===== config.mk =====
export PLATFORM = sky130hd
export DESIGN_NAME = ysyx_23060042_core_ctrl_flat
export DESIGN_NICKNAME = d
export VERILOG_FILES = /design/src/rtl/ysyx_23060042_core_ctrl_pkg.sv /design/src/rtl/ysyx_23060042_core_ctrl_if.sv /design/src/rtl/ysyx_23060042_core_ctrl_opclass.sv /design/src/rtl/ysyx_23060042_core_ctrl.sv /design/src/flat_wrapper.sv
export SDC_FILE = /design/constraint.sdc
export NUM_CORES = 1
export LEC_CHECK = 0
export ABC_AREA = 1
export CAP_MARGIN = 20
export CORE_MARGIN = 2
export CORE_UTILIZATION = 32
export DETAILED_ROUTE_END_ITERATION = 16
export GPL_ROUTABILITY_DRIVEN = 0
export PLACE_DENSITY = 0.95
export SETUP_SLACK_MARGIN = 0.05
export SLEW_MARGIN = 20
export SYNTH_ARGS = -nofsm -noshare
export SYNTH_HDL_FRONTEND = slang
export SYNTH_HIERARCHICAL = 1
export SYNTH_SLANG_ARGS = --single-unit

===== constraint.sdc =====
create_clock -name clk -period 2.5 [get_ports clk]
set_clock_uncertainty 0.2 [all_clocks]
set_input_delay 0.25 -clock clk [delete_from_list [all_inputs] [get_ports clk]]
set_output_delay 0.25 -clock clk [all_outputs]
set_load 0.01 [all_outputs]

===== src/rtl/ysyx_23060042_core_ctrl_pkg.sv =====
// Shared opcode constants, FSM state and instruction-class types for the
// multi-cycle NPC control path.
package ysyx_23060042_pkg;

    localparam logic [6:0] OPC_LUI    = 7'b0110111;
    localparam logic [6:0] OPC_AUIPC  = 7'b0010111;
    localparam logic [6:0] OPC_JAL    = 7'b1101111;
    localparam logic [6:0] OPC_JALR   = 7'b1100111;
    localparam logic [6:0] OPC_BRANCH = 7'b1100011;
    localparam logic [6:0] OPC_LOAD   = 7'b0000011;
    localparam logic [6:0] OPC_STORE  = 7'b0100011;
    localparam logic [6:0] OPC_OP_IMM = 7'b0010011;
    localparam logic [6:0] OPC_OP     = 7'b0110011;
    localparam logic [6:0] OPC_SYSTEM = 7'b1110011;

    localparam logic [11:0] IMM_EBREAK = 12'h001;

    typedef enum logic [2:0] {
        ST_FETCH, ST_WAIT_I, ST_DECODE, ST_EXEC,
        ST_MEM, ST_WAIT_M, ST_WB, ST_HALT
    } ctrl_state_t;

    typedef enum logic [3:0] {
        CL_ALU, CL_LUI, CL_AUIPC, CL_JAL, CL_JALR,
        CL_BRANCH, CL_LOAD, CL_STORE, CL_EBREAK, CL_ILLEGAL
    } inst_class_t;

endpackage


===== src/rtl/ysyx_23060042_core_ctrl_if.sv =====
// Fetch and LSU valid/ready handshakes between the control FSM (master)
// and the memory side (slave).
interface ysyx_23060042_core_ctrl_if;
    logic ifetch_req_valid;
    logic ifetch_req_ready;
    logic ifetch_resp_valid;
    logic lsu_req_valid;
    logic lsu_req_we;
    logic lsu_req_ready;
    logic lsu_resp_valid;

    modport master (
        output ifetch_req_valid,
        input  ifetch_req_ready,
        input  ifetch_resp_valid,
        output lsu_req_valid,
        output lsu_req_we,
        input  lsu_req_ready,
        input  lsu_resp_valid
    );

    modport slave (
        input  ifetch_req_valid,
        output ifetch_req_ready,
        output ifetch_resp_valid,
        input  lsu_req_valid,
        input  lsu_req_we,
        output lsu_req_ready,
        output lsu_resp_valid
    );
endinterface


===== src/rtl/ysyx_23060042_core_ctrl_opclass.sv =====
// Combinational RV32I instruction classifier: {opcode, func3, i_imm} -> class.
module ysyx_23060042_opclass
    import ysyx_23060042_pkg::*;
(
    input  logic [6:0]  i_opcode,
    input  logic [2:0]  i_func3,
    input  logic [11:0] i_imm,
    output inst_class_t o_class
);

    always_comb begin
        case (i_opcode)
            OPC_LUI:    o_class = CL_LUI;
            OPC_AUIPC:  o_class = CL_AUIPC;
            OPC_JAL:    o_class = CL_JAL;
            OPC_JALR:   o_class = CL_JALR;
            OPC_BRANCH: o_class = CL_BRANCH;
            OPC_LOAD:   o_class = CL_LOAD;
            OPC_STORE:  o_class = CL_STORE;
            OPC_OP_IMM: o_class = CL_ALU;
            OPC_OP:     o_class = CL_ALU;
            // Only EBREAK is supported from the SYSTEM space.
            OPC_SYSTEM: o_class = (i_func3 == 3'd0 && i_imm == IMM_EBREAK) ? CL_EBREAK : CL_ILLEGAL;
            default:    o_class = CL_ILLEGAL;
        endcase
    end

endmodule


===== src/rtl/ysyx_23060042_core_ctrl.sv =====
// Multi-cycle control FSM of the NPC core, one RV32I instruction at a time.
// Define YSYX_23060042_PERF_EN to build the cycle/instret performance counters.
module ysyx_23060042_core_ctrl
    import ysyx_23060042_pkg::*;
#(
    parameter int CNT_W = 64
) (
    input  logic                 clk,
    input  logic                 rst,
    input  logic [6:0]           opcode,
    input  logic [2:0]           func3,
    input  logic [11:0]          i_imm,
    input  logic                 br_taken,
    ysyx_23060042_core_ctrl_if.master bus,
    output logic                 ir_we,
    output logic                 rf_we,
    output logic                 pc_we,
    output logic                 pc_sel,
    output logic                 halt,
    output logic                 halt_err,
    output logic [CNT_W-1:0]     cycle_cnt,
    output logic [CNT_W-1:0]     instret_cnt
);

    ctrl_state_t r_state;
    ctrl_state_t w_next;
    inst_class_t w_class;
    logic        r_take_target;
    logic        r_halt_err;
    logic        w_take_target;
    logic        w_ifetch_req;
    logic        w_lsu_req;
    logic        w_ir_we;
    logic        w_rf_we;
    logic        w_pc_we;
    logic        w_pc_sel;

    ysyx_23060042_opclass u_opclass (
        .i_opcode (opcode),
        .i_func3  (func3),
        .i_imm    (i_imm),
        .o_class  (w_class)
    );

    assign w_take_target = (w_class == CL_JAL) || (w_class == CL_JALR) ||
                           ((w_class == CL_BRANCH) && br_taken);

    // NOTE: state flops use non-blocking assignments so every register samples
    // pre-edge values regardless of the order the simulator evaluates blocks.
    always_ff @(posedge clk) begin
        if (rst) begin
            r_state       <= ST_FETCH;
            r_take_target <= 1'b0;
            r_halt_err    <= 1'b0;
        end else begin
            r_state <= w_next;
            if (r_state == ST_EXEC)
                r_take_target <= w_take_target;
            if (r_state == ST_DECODE && w_class == CL_ILLEGAL)
                r_halt_err <= 1'b1;
        end
    end

    // NOTE: every output of this block is given a default first; a signal left
    // unassigned on some path would otherwise infer a latch.
    always_comb begin
        w_next       = r_state;
        w_ifetch_req = 1'b0;
        w_lsu_req    = 1'b0;
        w_ir_we      = 1'b0;
        w_rf_we      = 1'b0;
        w_pc_we      = 1'b0;
        w_pc_sel     = 1'b0;
        case (r_state)
            ST_FETCH: begin
                w_ifetch_req = 1'b1;
                if (bus.ifetch_req_ready) w_next = ST_WAIT_I;
            end
            ST_WAIT_I: begin
                if (bus.ifetch_resp_valid) begin
                    w_ir_we = 1'b1;
                    w_next  = ST_DECODE;
                end
            end
            ST_DECODE: begin
                if (w_class == CL_EBREAK || w_class == CL_ILLEGAL) w_next = ST_HALT;
                else                                              w_next = ST_EXEC;
            end
            ST_EXEC: begin
                if (w_class == CL_LOAD || w_class == CL_STORE) w_next = ST_MEM;
                else                                          w_next = ST_WB;
            end
            ST_MEM: begin
                w_lsu_req = 1'b1;
                if (bus.lsu_req_ready) w_next = ST_WAIT_M;
            end
            ST_WAIT_M: begin
                if (bus.lsu_resp_valid) w_next = ST_WB;
            end
            ST_WB: begin
                w_pc_we  = 1'b1;
                w_pc_sel = r_take_target;
                w_rf_we  = !(w_class == CL_BRANCH || w_class == CL_STORE);
                w_next   = ST_FETCH;
            end
            ST_HALT: w_next = ST_HALT;
            default: w_next = ST_FETCH;
        endcase
    end

    // Outputs are forced low while reset is held, whatever the current state.
    assign bus.ifetch_req_valid = w_ifetch_req & ~rst;
    assign bus.lsu_req_valid    = w_lsu_req & ~rst;
    assign bus.lsu_req_we       = w_lsu_req & (w_class == CL_STORE) & ~rst;
    assign ir_we                = w_ir_we & ~rst;
    assign rf_we                = w_rf_we & ~rst;
    assign pc_we                = w_pc_we & ~rst;
    assign pc_sel               = w_pc_sel & ~rst;
    assign halt                 = (r_state == ST_HALT) & ~rst;
    assign halt_err             = r_halt_err & ~rst;

`ifdef YSYX_23060042_PERF_EN
    logic [CNT_W-1:0] r_cycle_cnt;
    logic [CNT_W-1:0] r_instret_cnt;
    logic             w_retire;

    assign w_retire = (r_state == ST_WB) || (r_state == ST_DECODE && w_class == CL_EBREAK);

    always_ff @(posedge clk) begin
        if (rst) begin
            r_cycle_cnt   <= '0;
            r_instret_cnt <= '0;
        end else begin
            if (r_state != ST_HALT) r_cycle_cnt   <= r_cycle_cnt + CNT_W'(1);
            if (w_retire)           r_instret_cnt <= r_instret_cnt + CNT_W'(1);
        end
    end

    assign cycle_cnt   = rst ? '0 : r_cycle_cnt;
    assign instret_cnt = rst ? '0 : r_instret_cnt;
`else
    assign cycle_cnt   = '0;
    assign instret_cnt = '0;
`endif

endmodule

===== src/flat_wrapper.sv =====
// flat-port wrapper written by rule: the top's interface ports become plain ports
module ysyx_23060042_core_ctrl_flat import ysyx_23060042_pkg::*;
#(
    parameter int CNT_W = 64
)
  (clk, rst, opcode, func3, i_imm, br_taken, ir_we, rf_we, pc_we, pc_sel, halt, halt_err, cycle_cnt, instret_cnt, bus_ifetch_req_valid, bus_ifetch_req_ready, bus_ifetch_resp_valid, bus_lsu_req_valid, bus_lsu_req_we, bus_lsu_req_ready, bus_lsu_resp_valid);
  ysyx_23060042_core_ctrl_if bus_i ();
  input  logic clk;
  input  logic rst;
  input  logic [6:0] opcode;
  input  logic [2:0] func3;
  input  logic [11:0] i_imm;
  input  logic br_taken;
  output logic ir_we;
  output logic rf_we;
  output logic pc_we;
  output logic pc_sel;
  output logic halt;
  output logic halt_err;
  output logic [CNT_W-1:0] cycle_cnt;
  output logic [CNT_W-1:0] instret_cnt;
  output wire logic [$bits(bus_i.ifetch_req_valid)-1:0] bus_ifetch_req_valid;
  input wire logic [$bits(bus_i.ifetch_req_ready)-1:0] bus_ifetch_req_ready;
  input wire logic [$bits(bus_i.ifetch_resp_valid)-1:0] bus_ifetch_resp_valid;
  output wire logic [$bits(bus_i.lsu_req_valid)-1:0] bus_lsu_req_valid;
  output wire logic [$bits(bus_i.lsu_req_we)-1:0] bus_lsu_req_we;
  input wire logic [$bits(bus_i.lsu_req_ready)-1:0] bus_lsu_req_ready;
  input wire logic [$bits(bus_i.lsu_resp_valid)-1:0] bus_lsu_resp_valid;
  assign bus_ifetch_req_valid = bus_i.ifetch_req_valid;
  assign bus_i.ifetch_req_ready = bus_ifetch_req_ready;
  assign bus_i.ifetch_resp_valid = bus_ifetch_resp_valid;
  assign bus_lsu_req_valid = bus_i.lsu_req_valid;
  assign bus_lsu_req_we = bus_i.lsu_req_we;
  assign bus_i.lsu_req_ready = bus_lsu_req_ready;
  assign bus_i.lsu_resp_valid = bus_lsu_resp_valid;
  ysyx_23060042_core_ctrl #(.CNT_W(CNT_W)) u_core (.clk(clk), .rst(rst), .opcode(opcode), .func3(func3), .i_imm(i_imm), .br_taken(br_taken), .bus(bus_i), .ir_we(ir_we), .rf_we(rf_we), .pc_we(pc_we), .pc_sel(pc_sel), .halt(halt), .halt_err(halt_err), .cycle_cnt(cycle_cnt), .instret_cnt(instret_cnt));
endmodule

Word level (Yosys, flattened, before mapping)
Cells that the tools add are included.
W data, S select, Z words.

cells by class
  $mul = 0
  magnitude comparators = 0
  divide/modulo/power cells = 0
  add/subtract/negate cells = 0
  equal/unequal tests = 29
  multiplexer cells = 16
  shift-type cells = 0
  reductions and logical operators = 13
  bitwise operators = 11

operators by type and width
  operator               count
  $pmux W4 S9            1
  $eq A7 B7 Y1 const B   4
  $pmux W3 S8            1
  $eq A7 B6 Y1 const B   3
  $eq A4 B3 Y1 const B   4
  $mux W3                5
  $eq A7 B5 Y1 const B   2
  $eq A12 B1 Y1 const B  1
  $eq A3 B3 Y1 const B   4
  $and A1 B1 Y1          10
  $eq A4 B4 Y1 const B   2
  $mux W1                8
  $ne A2 B2 Y1 const B   4
  $eq A7 B2 Y1 const B   1
  $eq A3 B2 Y1 const B   2
  $logic_not A3 Y1       2
  $logic_or A1 B1 Y1     5
  $eq A4 B2 Y1 const B   1
  $reduce_and A4 Y1      1
  $eq A3 B1 Y1 const B   1
  $logic_and A1 B1 Y1    3
  $mux W2                1
  $reduce_or A2 Y1       1
  $logic_not A1 Y1       1
  $not A1 Y1             1

storage, ports and cells
  latch bits = 0
  logic and storage cells = 72
  ROM bits = 0
  memory bits (writable) = 0
  memories = 0
  flip-flop bits (word level) = 5
  output and inout port bits = 137
  input port bits = 29

Depth between registers and ports, before layout
  depth after elaboration = 9
  depth in mapped cells = 14
  mapped depth without buffers = 14

By module
The synthesis kept the hierarchy.

modules (own cells, without submodules)
  module                   cells each  instances  sequential area each (um^2)  area each (um^2)
  ysyx_23060042_core_ctrl  205         1          100.1                        1393.8
  ysyx_23060042_opclass    57          1          0.0                          249.0

Least setup slack after synthesis
Ideal clock, no wire load.

  path kind = in2out
  start = input opcode[0]
  end = output bus_lsu_req_we
  buffers on the path = 0
  slack = 0.703 ns
  required time = 2.050 ns
  cell stages on the path = 10
  arrival time = 1.347 ns
  cell sequence = nand2_2 inv_1 nand2_1 nor3_2 nor2_1 nand2_1 nand2_1 nor2_1 nand2_1 nor4_1

on the way
  longest elaborated chain between the ends = 6
  elaborated cells between the ends (all ways) = 15
  those cells by class = eq/ne (11); mux (1); bitwise (2); reduce/logical (1)

RTL lines
  what                                          RTL line                               text
  start, declared                               flat_wrapper.sv:10                     input logic [6:0] opcode;
  $eq A7 B6 Y1 or $eq A7 B5 Y1 (tied branches)  ysyx_23060042_core_ctrl_opclass.sv:12  case (i_opcode)
  $reduce_or A2 Y1 (no line)                    -
  $pmux W4 S9 (*)                               ysyx_23060042_core_ctrl_opclass.sv:12
  via u_core.w_class[3]                         ysyx_23060042_core_ctrl.sv:27          inst_class_t w_class;
  $eq A4 B3 Y1 (*)                              ysyx_23060042_core_ctrl.sv:114         assign bus.lsu_req_we = w_lsu_req & (w_class == CL_STORE) & ~rst;
  $and A1 B1 Y1 (*) (2 in series)               ysyx_23060042_core_ctrl.sv:114
  end, declared                                 flat_wrapper.sv:26                     output wire logic [$bits(bus_i.lsu_req_we)-1:0] bus_lsu_req_we;

The timed path passes the listed nets; every way through them passes the cells marked *.

Worst setup path after layout
  start = input opcode[1]
  end = output bus_lsu_req_we

The elaborated chain is that of the path after synthesis.

==> metrics list <==
- In this run the number of H-tree levels came out at 1.
* Non-filler instance count after layout: approximately 380
* Number of buffers added on ports: 37
* Overflow left after global routing: 0
- Summing all flip-flop and latch instances after layout gives around 100 µm².
* Mean area per synthesized cell: about 6.3 µm²
- Final critical delay including setup and external delays: between 2 and 2.5 ns
* # diodes: 0
- Yosys attributes the largest share of cell area to buf_4 58%, nor2_1 7.3%, nand2_1 6.9%, dfxtp_1 6.1%, inv_1 4.6%.
- Count of buffering cells on the critical path with inverters included: 5
* Count of clock tree sinks: 5
- The die covers ~5700 µm².
- Master of the slowest instance on the critical path: clkdlybuf4s50_1
- The worst register-to-register path has a depth of 7.
- The multi-input combinational cells in the finished layout cover a total of 975 µm².
- Static timing analysis puts the maximum clock frequency at slightly above 0.4 GHz.
- STA puts the critical path data arrival time at 1.99 ns.
* Most repeated cell in the gate-level netlist after synthesis: buf_4
- Core Area: a little over 5000 µm²
- Count of mapped cells out of synthesis: between 200 and 300
- Number of filler cells placed in the layout: between 500 and 600
- Setup repair after global routing could not meet its margin everywhere.
- In the finished design, the share of the clock period the worst path needs comes to 0.976.
- Across all setup checks in the final design, the least slack found is between 0.06 and 0.07 ns.
- The floorplan step set the die width to around 76 µm.
- Wires add up to between 3000 and 4000 µm.
* Post-CTS clock slew at the launch and capture registers of the worst setup and hold paths: roughly 0.03 ns
* Max_cap viols: 0
- Total Routing Usage GR: 0.0833
* Endpoint of the worst register-to-register path: u_core/r_state[0]$_SDFFE_PP0P_
- The worst hold path belongs to the class reg -> reg.
- Prevailing post-synth register cell: dfxtp_1
* Data required time at the worst endpoint: 2.05 ns
- Capture point of the critical path: bus_lsu_req_we
* Number of pins exceeding their max-slew limit in the final report: 0
* Crit path cell chain: clkdlybuf4s50_1 -> nand2_2 -> inv_2 -> nand2_1 -> nor3_2 -> inv_1 -> nand2_1 -> inv_1 -> nor2_4 -> nand2_2 -> nor4_4 -> buf_2
- Power per standard cell area: around 400 nW/µm²
- The net count of the finished layout is approximately 340.
- Kind of cell adding the most delay to the critical path: buffers and inverters
* Startpoint of the worst setup timing path: opcode[1]
* Element type at the critical path end: primary output
* Total number of vias: ~1.4k
- Seq/Total Area, Yosys: 0.0609
* Leakage: around 1 nW
- The number of antenna violations at the first check in global routing came to 0.
- Result of the run: finished clean
- Peak supply drop: 0.000182 V
* Placed cell area: roughly 1700 µm²
- Signed area change from the synthesized netlist to the final layout: 7.77%
- The number of different library cells used by synthesis comes to 21.
- Buffer depth of the longest clock path: 2
- During I/O placement, the number of pins put on the boundary was 166.
- Area share of the largest cell type after synthesis: 0.585
- DRT antenna net count: 0
- Number of detailed-routing iterations run before antenna repair: 5
- Setup violations remaining at the end of the flow were counted as 0.
* Leading cell types by count after synthesis: 128 x buf_4, 32 x nor2_1, 30 x nand2_1
- The total count of hold-check failures in the final report was 0.
- In this run the worst path has a maximum fanout of 3.
- Async set-reset flop share out of synthesis: 0
- After routing the design area is 1770 µm².
- Setup slack at placement: -0.379 ns
- Number of buffers created by CTS: 3
* Utilization of the core after routing: 0.351
- Clock insertion delay at the later pin of the skew report: between 0.2 and 0.25 ns
* Stages on the worst setup path: 12
* Via-per-instance ratio: approximately 3.6
- Flop-to-flop setup slack: around 1.1 ns
* Synth warnings: 6
* Placement row count: 26
- First-pass GRT wire length: roughly 3800 µm
- After detailed routing, the number of remaining DRC violations is 0.
- TritonCTS built the clock tree.
* CTS Root Buffer Type: clkbuf_8
* Placed wire-length estimate: about 2600 µm
* Die height: between 70 and 80 µm
- Summed over all instances, the cell type with the most area after synthesis is buf_4.
* Proportion of layout cells with a drive suffix above 1: 0.134
- Initial standard-cell utilization of the core: 0.326
- The critical path is of the in -> out type.
- Worst flop-to-flop path startpoint: u_core/r_state[2]$_SDFFE_PP0P_
- For this run, the slowest stage of the critical path takes around 0.48 ns.
- Post-synthesis instance area: between 1500 and 2000 µm²
- Yosys mapped a number of flops with a built-in enable equal to 0.
- Total of flip-flops plus latches after synthesis: 5
- Critical Path Source Type: input pin
- In the final routed layout, each cell accounts on average for roughly 7.9 µm.
- The via count of the first global-routing pass came to approximately 950.
* Pin count of the biggest net entering global routing: 12
* Total instance count after detailed placement: approximately 380
- In this run, post-CTS hold repair placed 0 buffers.
- Number of DRC violations after detailed-routing iteration 0: 37
-- cell type report --
class	instances	area share
clock buffers	4	0.0254
inverters	24	0.0523
multi-input cells	230	0.551
flip-flops and latches	5	0.0565
well taps	70	0.0495
repair buffers	51	0.266
-- layout by cell type (no fill, tap or decap), drive strengths merged --
cell	instances
clkbuf	4
a21oi	3
clkdlybuf4s50	33
conb	128
nand4	3
dfxtp	5
nor3	6
nor4	1
o211ai	1
nor2	37
buf	16
o21ai	5
dlymetal6s2s	2
inv	24
nand2	36
nand3	10
-- worst register-to-register path, cell delays in order, from the launching register on --
cell and delay, ns:
dfxtp_1 0.58, nand2_1 0.14, inv_1 0.07, nand2_1 0.05, nand2_1 0.09, nor2_2 0.05, nand2_1 0.07, a21oi_2 0.05
-- routing by layer --
metal	part of all wire	wire (µm)	track usage	vias to the layer above
met1	0.30	912	0.0800	604
met2	0.56	1720	0.174	116
met4	0.014	42	0.0214	0
met3	0.12	373	0.0185	10
li1	-	-	-	646
met5	0	0	0	-
-- worst min-delay path by stage --
stage | startpoint | end | depth (start not counted)
4_1_cts | u_core/r_halt_err$_SDFFE_PP0P_ | u_core/r_halt_err$_SDFFE_PP0P_ | 2
3_5_place_dp | u_core/r_halt_err$_SDFFE_PP0P_ | u_core/r_halt_err$_SDFFE_PP0P_ | 2
2_1_floorplan | rst | u_core/r_state[0]$_SDFFE_PP0P_ | 2
3_3_place_gp | u_core/r_halt_err$_SDFFE_PP0P_ | u_core/r_halt_err$_SDFFE_PP0P_ | 2
5_1_grt | u_core/r_halt_err$_SDFFE_PP0P_ | u_core/r_halt_err$_SDFFE_PP0P_ | 2
6_report | u_core/r_halt_err$_SDFFE_PP0P_ | u_core/r_halt_err$_SDFFE_PP0P_ | 2
-- stage by stage --
stage	power, mW	hold WS [ns]	setup TNS (ns)
2_1_floorplan	0.585	0.229	0
3_3_place_gp	0.537	0.252	-0.477
3_5_place_dp	0.550	0.261	-0.691
4_1_cts	0.707	0.269	0
5_1_grt	0.783	0.336	-0.0877
6_report	0.720	0.272	0
-- cell families (layout without fill, tap and decap cells) --
kind of cell / after synthesis / count (layout) / share of synthesized area
compound gates: 9 / 9 / 0.0312
buf+inv: 154 / 79 / 0.655
flops: 5 / 5 / 0.0609
other cells: 1 / 128 / 0.00228
simple gates: 93 / 93 / 0.251
-- sequential cells by signal, summed over array words and instances (netlist names) --
| name | cells |
|---|---|
| u_core/r_halt_err | 1 |
| u_core/r_take_target | 1 |
| u_core/r_state | 3 |
-- power breakdown --
| group | total (mW) | switching (mW) | internal, mW | leakage [nW] |
|---|---|---|---|---|
| logic | 0.418 | 0.263 | 0.155 | 0.944 |
| clock network | 0.150 | 0.0401 | 0.109 | 0.0228 |
| registers | 0.152 | 0.0456 | 0.107 | 0.0408 |
| total | 0.720 | 0.349 | 0.371 | 1.01 |
-- timing repair --
action / in CTS / in global routing
cloned: 0 / 0
pin swaps: 0 / 6
endpoints found under the hold margin: 0 / 0
setup buffers: 0 / 2
endpoints found under the setup margin: 2 / 2
gates resized for setup: 10 / 9
(Power assumes the default switching activity.)
